**config.mk**
```make
export PLATFORM = sky130hd
export DESIGN_NAME = nes_poll_ctrl
export DESIGN_NICKNAME = d
export VERILOG_FILES = /design/src/rtl/nes_poll_ctrl.sv
export SDC_FILE = /design/constraint.sdc
export NUM_CORES = 1
export LEC_CHECK = 0
export CORE_ASPECT_RATIO = 1.5
export CORE_MARGIN = 3
export CORE_UTILIZATION = 58
export DETAILED_ROUTE_END_ITERATION = 10
export GPL_ROUTABILITY_DRIVEN = 0
export GPL_TIMING_DRIVEN = 0
export PLACE_DENSITY = 0.85
export RECOVER_POWER = 100
export SLEW_MARGIN = 20
export SYNTH_ARGS = -nofsm -noshare
export SYNTH_HDL_FRONTEND = slang
export SYNTH_SLANG_ARGS = --single-unit
```
**constraint.sdc**
```tcl
create_clock -name clk -period 2.7 [get_ports clk]
set_input_delay 0.81 -clock clk [delete_from_list [all_inputs] [get_ports clk]]
set_output_delay 0.81 -clock clk [all_outputs]
set_load 0.02 [all_outputs]
```
**src/rtl/nes_poll_ctrl.sv**
```systemverilog
// nes_poll_ctrl: self-timed poll engine for two NES controller ports.
// Generates the shared latch/clock pulses, shifts in both serial data
// lines and publishes per-frame button and newly-pressed vectors.
module nes_poll_ctrl #(
    parameter int HALF_PERIOD = 6,     // system clocks per half controller clock (T)
    parameter int POLL_PERIOD = 1000   // system clocks between automatic polls
) (
    input  logic       clk,
    input  logic       reset,          // asynchronous, active-low
    input  logic       enable,
    input  logic       poll_req,
    input  logic       nes_data1,
    input  logic       nes_data2,
    output logic       nes_latch,
    output logic       nes_pulse,
    output logic [7:0] buttons1,
    output logic [7:0] buttons2,
    output logic [7:0] pressed1,
    output logic [7:0] pressed2,
    output logic       valid,
    output logic       busy
);

    localparam int TW = (POLL_PERIOD > 1) ? $clog2(POLL_PERIOD) : 1;
    localparam int CW = $clog2(2 * HALF_PERIOD);
    localparam logic [TW-1:0] TIMER_LAST = TW'(POLL_PERIOD - 1);
    localparam logic [CW-1:0] LATCH_LAST = CW'(2 * HALF_PERIOD - 1);
    localparam logic [CW-1:0] HALF_LAST  = CW'(HALF_PERIOD - 1);

    typedef enum logic [2:0] {
        S_IDLE,
        S_LATCH,
        S_LOW,
        S_HIGH,
        S_DONE
    } state_t;

    state_t          state_q, state_d;
    logic [TW-1:0]   timer_q, timer_d;
    logic            pending_q, pending_d;
    logic [CW-1:0]   phase_q, phase_d;
    logic [2:0]      bit_q, bit_d;
    logic [7:0]      sr1_q, sr2_q;
    logic [7:0]      buttons1_q, buttons2_q;
    logic [7:0]      pressed1_q, pressed2_q;
    logic            valid_q;

    logic            wrap;
    logic            start;
    logic            sample_en;
    logic            publish_en;

    // Free-running period timer and the one-deep pending poll flag.
    always_comb begin
        wrap    = (timer_q == TIMER_LAST);
        timer_d = wrap ? '0 : timer_q + 1'b1;
        start   = (state_q == S_IDLE) && (pending_q || poll_req);
        // A poll that starts consumes the pending flag, but a wrap landing on
        // the same cycle must still be remembered so it is not lost.
        if (start) begin
            pending_d = wrap && enable;
        end else begin
            pending_d = pending_q || poll_req || (wrap && enable);
        end
    end

    // Poll sequencer: next state, phase/bit counters and datapath strobes.
    always_comb begin
        state_d    = state_q;
        phase_d    = phase_q;
        bit_d      = bit_q;
        sample_en  = 1'b0;
        publish_en = 1'b0;
        case (state_q)
            S_IDLE: begin
                if (start) begin
                    state_d = S_LATCH;
                    phase_d = '0;
                end
            end
            S_LATCH: begin
                if (phase_q == LATCH_LAST) begin
                    state_d = S_LOW;
                    phase_d = '0;
                    bit_d   = '0;
                end else begin
                    phase_d = phase_q + 1'b1;
                end
            end
            S_LOW: begin
                if (phase_q == HALF_LAST) begin
                    // Sample at the end of the low half, when the pad output
                    // has had the longest time to settle.
                    sample_en = 1'b1;
                    phase_d   = '0;
                    state_d   = (bit_q == 3'd7) ? S_DONE : S_HIGH;
                end else begin
                    phase_d = phase_q + 1'b1;
                end
            end
            S_HIGH: begin
                if (phase_q == HALF_LAST) begin
                    phase_d = '0;
                    bit_d   = bit_q + 3'd1;
                    state_d = S_LOW;
                end else begin
                    phase_d = phase_q + 1'b1;
                end
            end
            S_DONE: begin
                publish_en = 1'b1;
                state_d    = S_IDLE;
            end
            default: begin
                state_d = S_IDLE;
            end
        endcase
    end

    // Control registers; reset aborts any poll in progress.
    always_ff @(posedge clk or negedge reset) begin
        if (!reset) begin
            state_q   <= S_IDLE;
            timer_q   <= '0;
            pending_q <= 1'b0;
            phase_q   <= '0;
            bit_q     <= '0;
        end else begin
            state_q   <= state_d;
            timer_q   <= timer_d;
            pending_q <= pending_d;
            phase_q   <= phase_d;
            bit_q     <= bit_d;
        end
    end

    // Shift registers and published vectors for both pads (data is active-low).
    always_ff @(posedge clk or negedge reset) begin
        if (!reset) begin
            sr1_q      <= '0;
            sr2_q      <= '0;
            buttons1_q <= '0;
            buttons2_q <= '0;
            pressed1_q <= '0;
            pressed2_q <= '0;
            valid_q    <= 1'b0;
        end else begin
            valid_q <= publish_en;
            if (sample_en) begin
                sr1_q <= {sr1_q[6:0], ~nes_data1};
                sr2_q <= {sr2_q[6:0], ~nes_data2};
            end
            if (publish_en) begin
                buttons1_q <= sr1_q;
                buttons2_q <= sr2_q;
                pressed1_q <= sr1_q & ~buttons1_q;
                pressed2_q <= sr2_q & ~buttons2_q;
            end
        end
    end

    // Pad strobes decode straight from the state register so an asynchronous
    // reset drops them immediately.
    assign nes_latch = (state_q == S_LATCH);
    assign nes_pulse = (state_q == S_HIGH);
    assign busy      = (state_q != S_IDLE);
    assign valid     = valid_q;
    assign buttons1  = buttons1_q;
    assign buttons2  = buttons2_q;
    assign pressed1  = pressed1_q;
    assign pressed2  = pressed2_q;

endmodule
```
# Yosys cells after proc, flatten, opt, wreduce, memory -nomap -nowiden

Index checks and enable logic that the tools add are counted.

Word-level logic and storage cells: 63
Register bits: 70

Mux-type cells: 18
$add $sub $neg: 3
Equality and inequality tests: 12
Bitwise gates (word level): 6
Reductions and logical operators: 12

Operators by type and width:

| cell                                                   | count |
|---|---|
| two-way mux 3 bit                                      | 7 |
| bitwise AND 8 bit                                      | 2 |
| inverter 8 bit                                         | 2 |
| two-way mux 4 bit                                      | 3 |
| case mux 3 bit (4 select lines)                        | 1 |
| case mux 4 bit (3 select lines)                        | 1 |
| adder 10 x 1 -> 10 bit (second input constant)         | 1 |
| == test 10 bit (second input constant)                 | 1 |
| two-way mux 10 bit                                     | 1 |
| == test 3 x 2 -> 1 bit (second input constant)         | 2 |
| == test 3 bit (second input constant)                  | 2 |
| case mux 3 bit (2 select lines)                        | 1 |
| nonzero test 3 bit                                     | 2 |
| adder 4 x 1 -> 4 bit (second input constant)           | 1 |
| == test 4 x 3 -> 1 bit (second input constant)         | 1 |
| == test 4 bit (second input constant)                  | 1 |
| two-way mux 1 bit                                      | 4 |
| inequality test 2 x 1 -> 1 bit (second input constant) | 2 |
| inequality test 2 bit (second input constant)          | 2 |
| AND reduction 4 bit                                    | 1 |
| adder 3 x 1 -> 3 bit (second input constant)           | 1 |
| == test 3 x 1 -> 1 bit (second input constant)         | 1 |
| logical NOT 3 bit                                      | 1 |
| AND reduction 3 bit                                    | 1 |
| other kinds (6)                                        | 9 |

# Longest topological paths before layout

Word-level depth: 4
Depth in mapped cells: 8
Mapped depth without buffers: 6

# Least setup slack after synthesis

No wires, ideal clock.

Path type: flip-flop to output port
Start: register state_q[2]
End: output port nes_latch
Stages on the path, launching flop included: 3
Setup slack: 952 ps
Required time: 1,890 ps
Data arrival time: 938 ps
Cell sequence: dfrtp_1 buf_2 nor3b_2

Word-level cells in the longest chain between the ends: 1

Ends and longest elaborated chain:

| item                   | line | RTL |
|---|---|---|
| from (decl)            | 38   | `state_t state_q, state_d;` |
| from (signal assigned) | 129  | `state_q <= state_d;` |
| == test 3 x 1 -> 1 bit | 164  | `assign nes_latch = (state_q == S_LATCH);` |
| to (decl)              | 14   | `output logic nes_latch,` |

Every way passes these cells.

# Worst setup path in the final report

Start: register state_q[2]
End: output port nes_pulse

Word-level cells in the longest chain between the ends: 1

Ends and longest elaborated chain:

| item                   | line | RTL |
|---|---|---|
| == test 3 x 2 -> 1 bit | 165  | `assign nes_pulse = (state_q == S_HIGH);` |
| to (decl)              | 15   | `output logic nes_pulse,` |

Every way passes these cells.

==> impl_metrics.tcl <==
set metrics [dict create \
    status "complete, no violations" \
    worst_hold_path_type "reg -> reg" \
    avgSynthCellArea_um2 11.98 \
    grt_use_total_pct 21.75 \
    nets 314 \
    skew_ps 7.880 \
    core_mm2 0.004926 \
    clock-root-buffer "clkbuf_8" \
    setup_viol 0 \
    synth_seq_cells 70 \
    port_buffers 41 \
    synthCells 250 \
    critical_path.endpoint_type "output pin" \
    clk_pin_slew_ps 80 \
    hold_ws_ps 476.2 \
    insertedDiodeCount 0 \
    stdcell_count 374 \
    cts_hold_buf 0 \
    yosysWarnings 0 \
    yosysUniqueCellTypes 39 \
    fin_tns_setup_ps 0 \
    postCtsSetupBuffers 0 \
    grt_pass1_wl_mm 9.887 \
    die_y_um 94.00 \
    cp.arrival_ps 1760 \
    synth_top_flop_cell "dfrtp_1" \
    vias_per_cell 5.444 \
    ios 42 \
    hold_violations 0 \
    max_freq_mhz 388.8 \
    synth.largest_area_cell "dfrtp_1" \
    synthArstFlopShare_pct 100.0 \
    place_hpwl_mm 3.963 \
    p_per_area_mw_per_mm2 553.8 \
    antenna_found_initial 0 \
    max_cap_violations 0 \
    overflow 0 \
    finalCriticalPeriod_ps 2572 \
    synth_area_leaders "dfrtp_1 59%, mux2_2 9.4%, nand2b_1 3.6%" \
    drc 0 \
    synth_area_mm2 0.002994 \
    fin_crit_sh_pct 95.25 \
    firstDrtPassIters 4 \
    drive_gt1_share_pct 15.26 \
    syn_to_final_growth_pct 22.57 \
    grt_pass1_vias 2029 \
    grt_max_degree 53 \
    htreeDepth 3 \
    ir_worst_vdd_mv 0.4200 \
    syn_nets 261 \
    rsz0062_at_grt "false" \
    die_area_mm2 0.006078 \
    drt_iter0_drc 122 \
    drv_slew 0 \
    core.rowCount 31 \
    relSlewSlack_pct 25.81 \
    crit_path_start_kind "register" \
    dpl_worst_slack_ps 390.9 \
    setup_slack_ps 128.3 \
    crit_type "reg -> out" \
    clkSinkCount 70 \
    total_power_uw 2032 \
    cts_tree "yes" \
    path_max_fanout 9 \
    seq_area_frac_synth_pct 58.50 \
    cts_buffers 9 \
    synth-edff-count 0 \
    routed_wl_mm 5.776 \
    insertion_delay_ps 340 \
    fill_cells 361 \
    required_ps 1890 \
    netlist.area_leader.share_pct 58.50 \
    leakagePower_uw 0.001814 \
    yosysMostFrequentCell "dfrtp_1" \
    die_x_um 64.67 \
    start_util_pct 60.78 \
    wire_per_inst_um 15.44 \
    synthTopCellsByCount "70 x dfrtp_1, 25 x mux2_2, 22 x nand2_1" \
    clock_path_buffers 2 \
    placedCellCount 358 \
    tightest_slew_ps 1113 \
    antenna_left 0 \
    route.vias.total 2036 \
]
-- worst max-delay path: stages, from the launching register on --
cell	delay [ps]
dfrtp_1	360
buf_2	170
and3b_1	220
dlygate4sd3_1	670
-- cells by family after synthesis --
group	after synthesis	synth area share, %
AOI/OAI and AO/OA	37	7.020
DFF	70	58.50
adders and majority gates	5	2.089
muxes	31	12.24
and+or+nand+nor	82	14.92
xor gates and xnor gates	5	1.463
buffers and inverters	20	3.761
-- what timing repair did --
action	in CTS	in global routing
hold endpoints to repair	0	0
resized for setup	0	1
setup endpoints to repair	0	1
-- sequential cells by signal (all words and copies together), names as in the netlist --
register / count
bit_q: 3
buttons1: 8
buttons2: 8
pending_q: 1
phase_q: 4
pressed1: 8
pressed2: 8
sr1_q: 8
sr2_q: 8
state_q: 3
timer_q: 10
valid: 1
-- placed cells by master, fill, tap and decap left out, types with 3 or more instances in the layout --
| master | n |
|---|---|
| dfrtp_1 | 70 |
| dlygate4sd3_1 | 35 |
| mux2_2 | 25 |
| nand2_1 | 22 |
| o21ai_0 | 22 |
| nand2b_1 | 17 |
| nand3_1 | 13 |
| nor2_1 | 11 |
| clkbuf_1 | 10 |
| inv_1 | 10 |
| clkbuf_8 | 10 |
| a21oi_1 | 7 |
| mux2_1 | 5 |
| ha_1 | 5 |
| xor2_1 | 4 |
| clkdlybuf4s50_1 | 4 |
| nor3b_1 | 3 |
-- final cells by class --
class                           count  area, um2  share of cell area [%]
Buffer                             10      47.55                   1.296
Multi-Input combinational cell    160       1101                   30.00
Timing Repair Buffer               42      425.4                   11.59
Clock buffer                       11      141.4                   3.853
Tap cell                           66      82.58                   2.250
Inverter                           10      37.54                   1.023
Clock inverter                      5      82.58                   2.250
Sequential cell                    70       1752                   47.73
-- worst paths after layout --
check / startpoint / to / slack [ps] / depth (start not counted)
worst max-delay path: state_q[2] / nes_pulse / 130 / 3
worst min-delay path: pressed1[3] / pressed1[3] / 480 / 2
worst max register to register: phase_q[1] / sr1_q[5] / 270 / 7
worst min register to register: pressed1[3] / pressed1[3] / 480 / 2
max in group asynchronous: reset / sr2_q[3] / 1240 / 2
min in group asynchronous: reset / buttons1[4] / 650 / 1
-- stage by stage --
step / util (%) / cell area (um2)
finish: 74.50 / 3670
global route: 74.50 / 3670
CTS: 75.84 / 3736
detailed placement: 71.30 / 3512
global placement: 70.79 / 3487
floorplan: - / 2994
-- per-layer routing --
layer	routed length [um]	vias up	global-route usage (%)	share of wire [%]
li1	-	969	-	-
met1	2325	1008	25.44	40
met2	3173	52	38.62	55
met3	195	7	4.192	3.4
met4	80	0	8.995	1.4
met5	0	-	0	0
-- report_power, final --
group | leakage (uW) | internal (uW) | switching, uW | total, uW
clock network | 0.000113 | 547 | 391 | 939
logic | 0.000786 | 13.2 | 23.9 | 37.1
registers | 0.000914 | 1050 | 4.49 | 1060
total | 0.00181 | 1610 | 420 | 2030
Note: power is estimated with default switching activity, not from simulation.
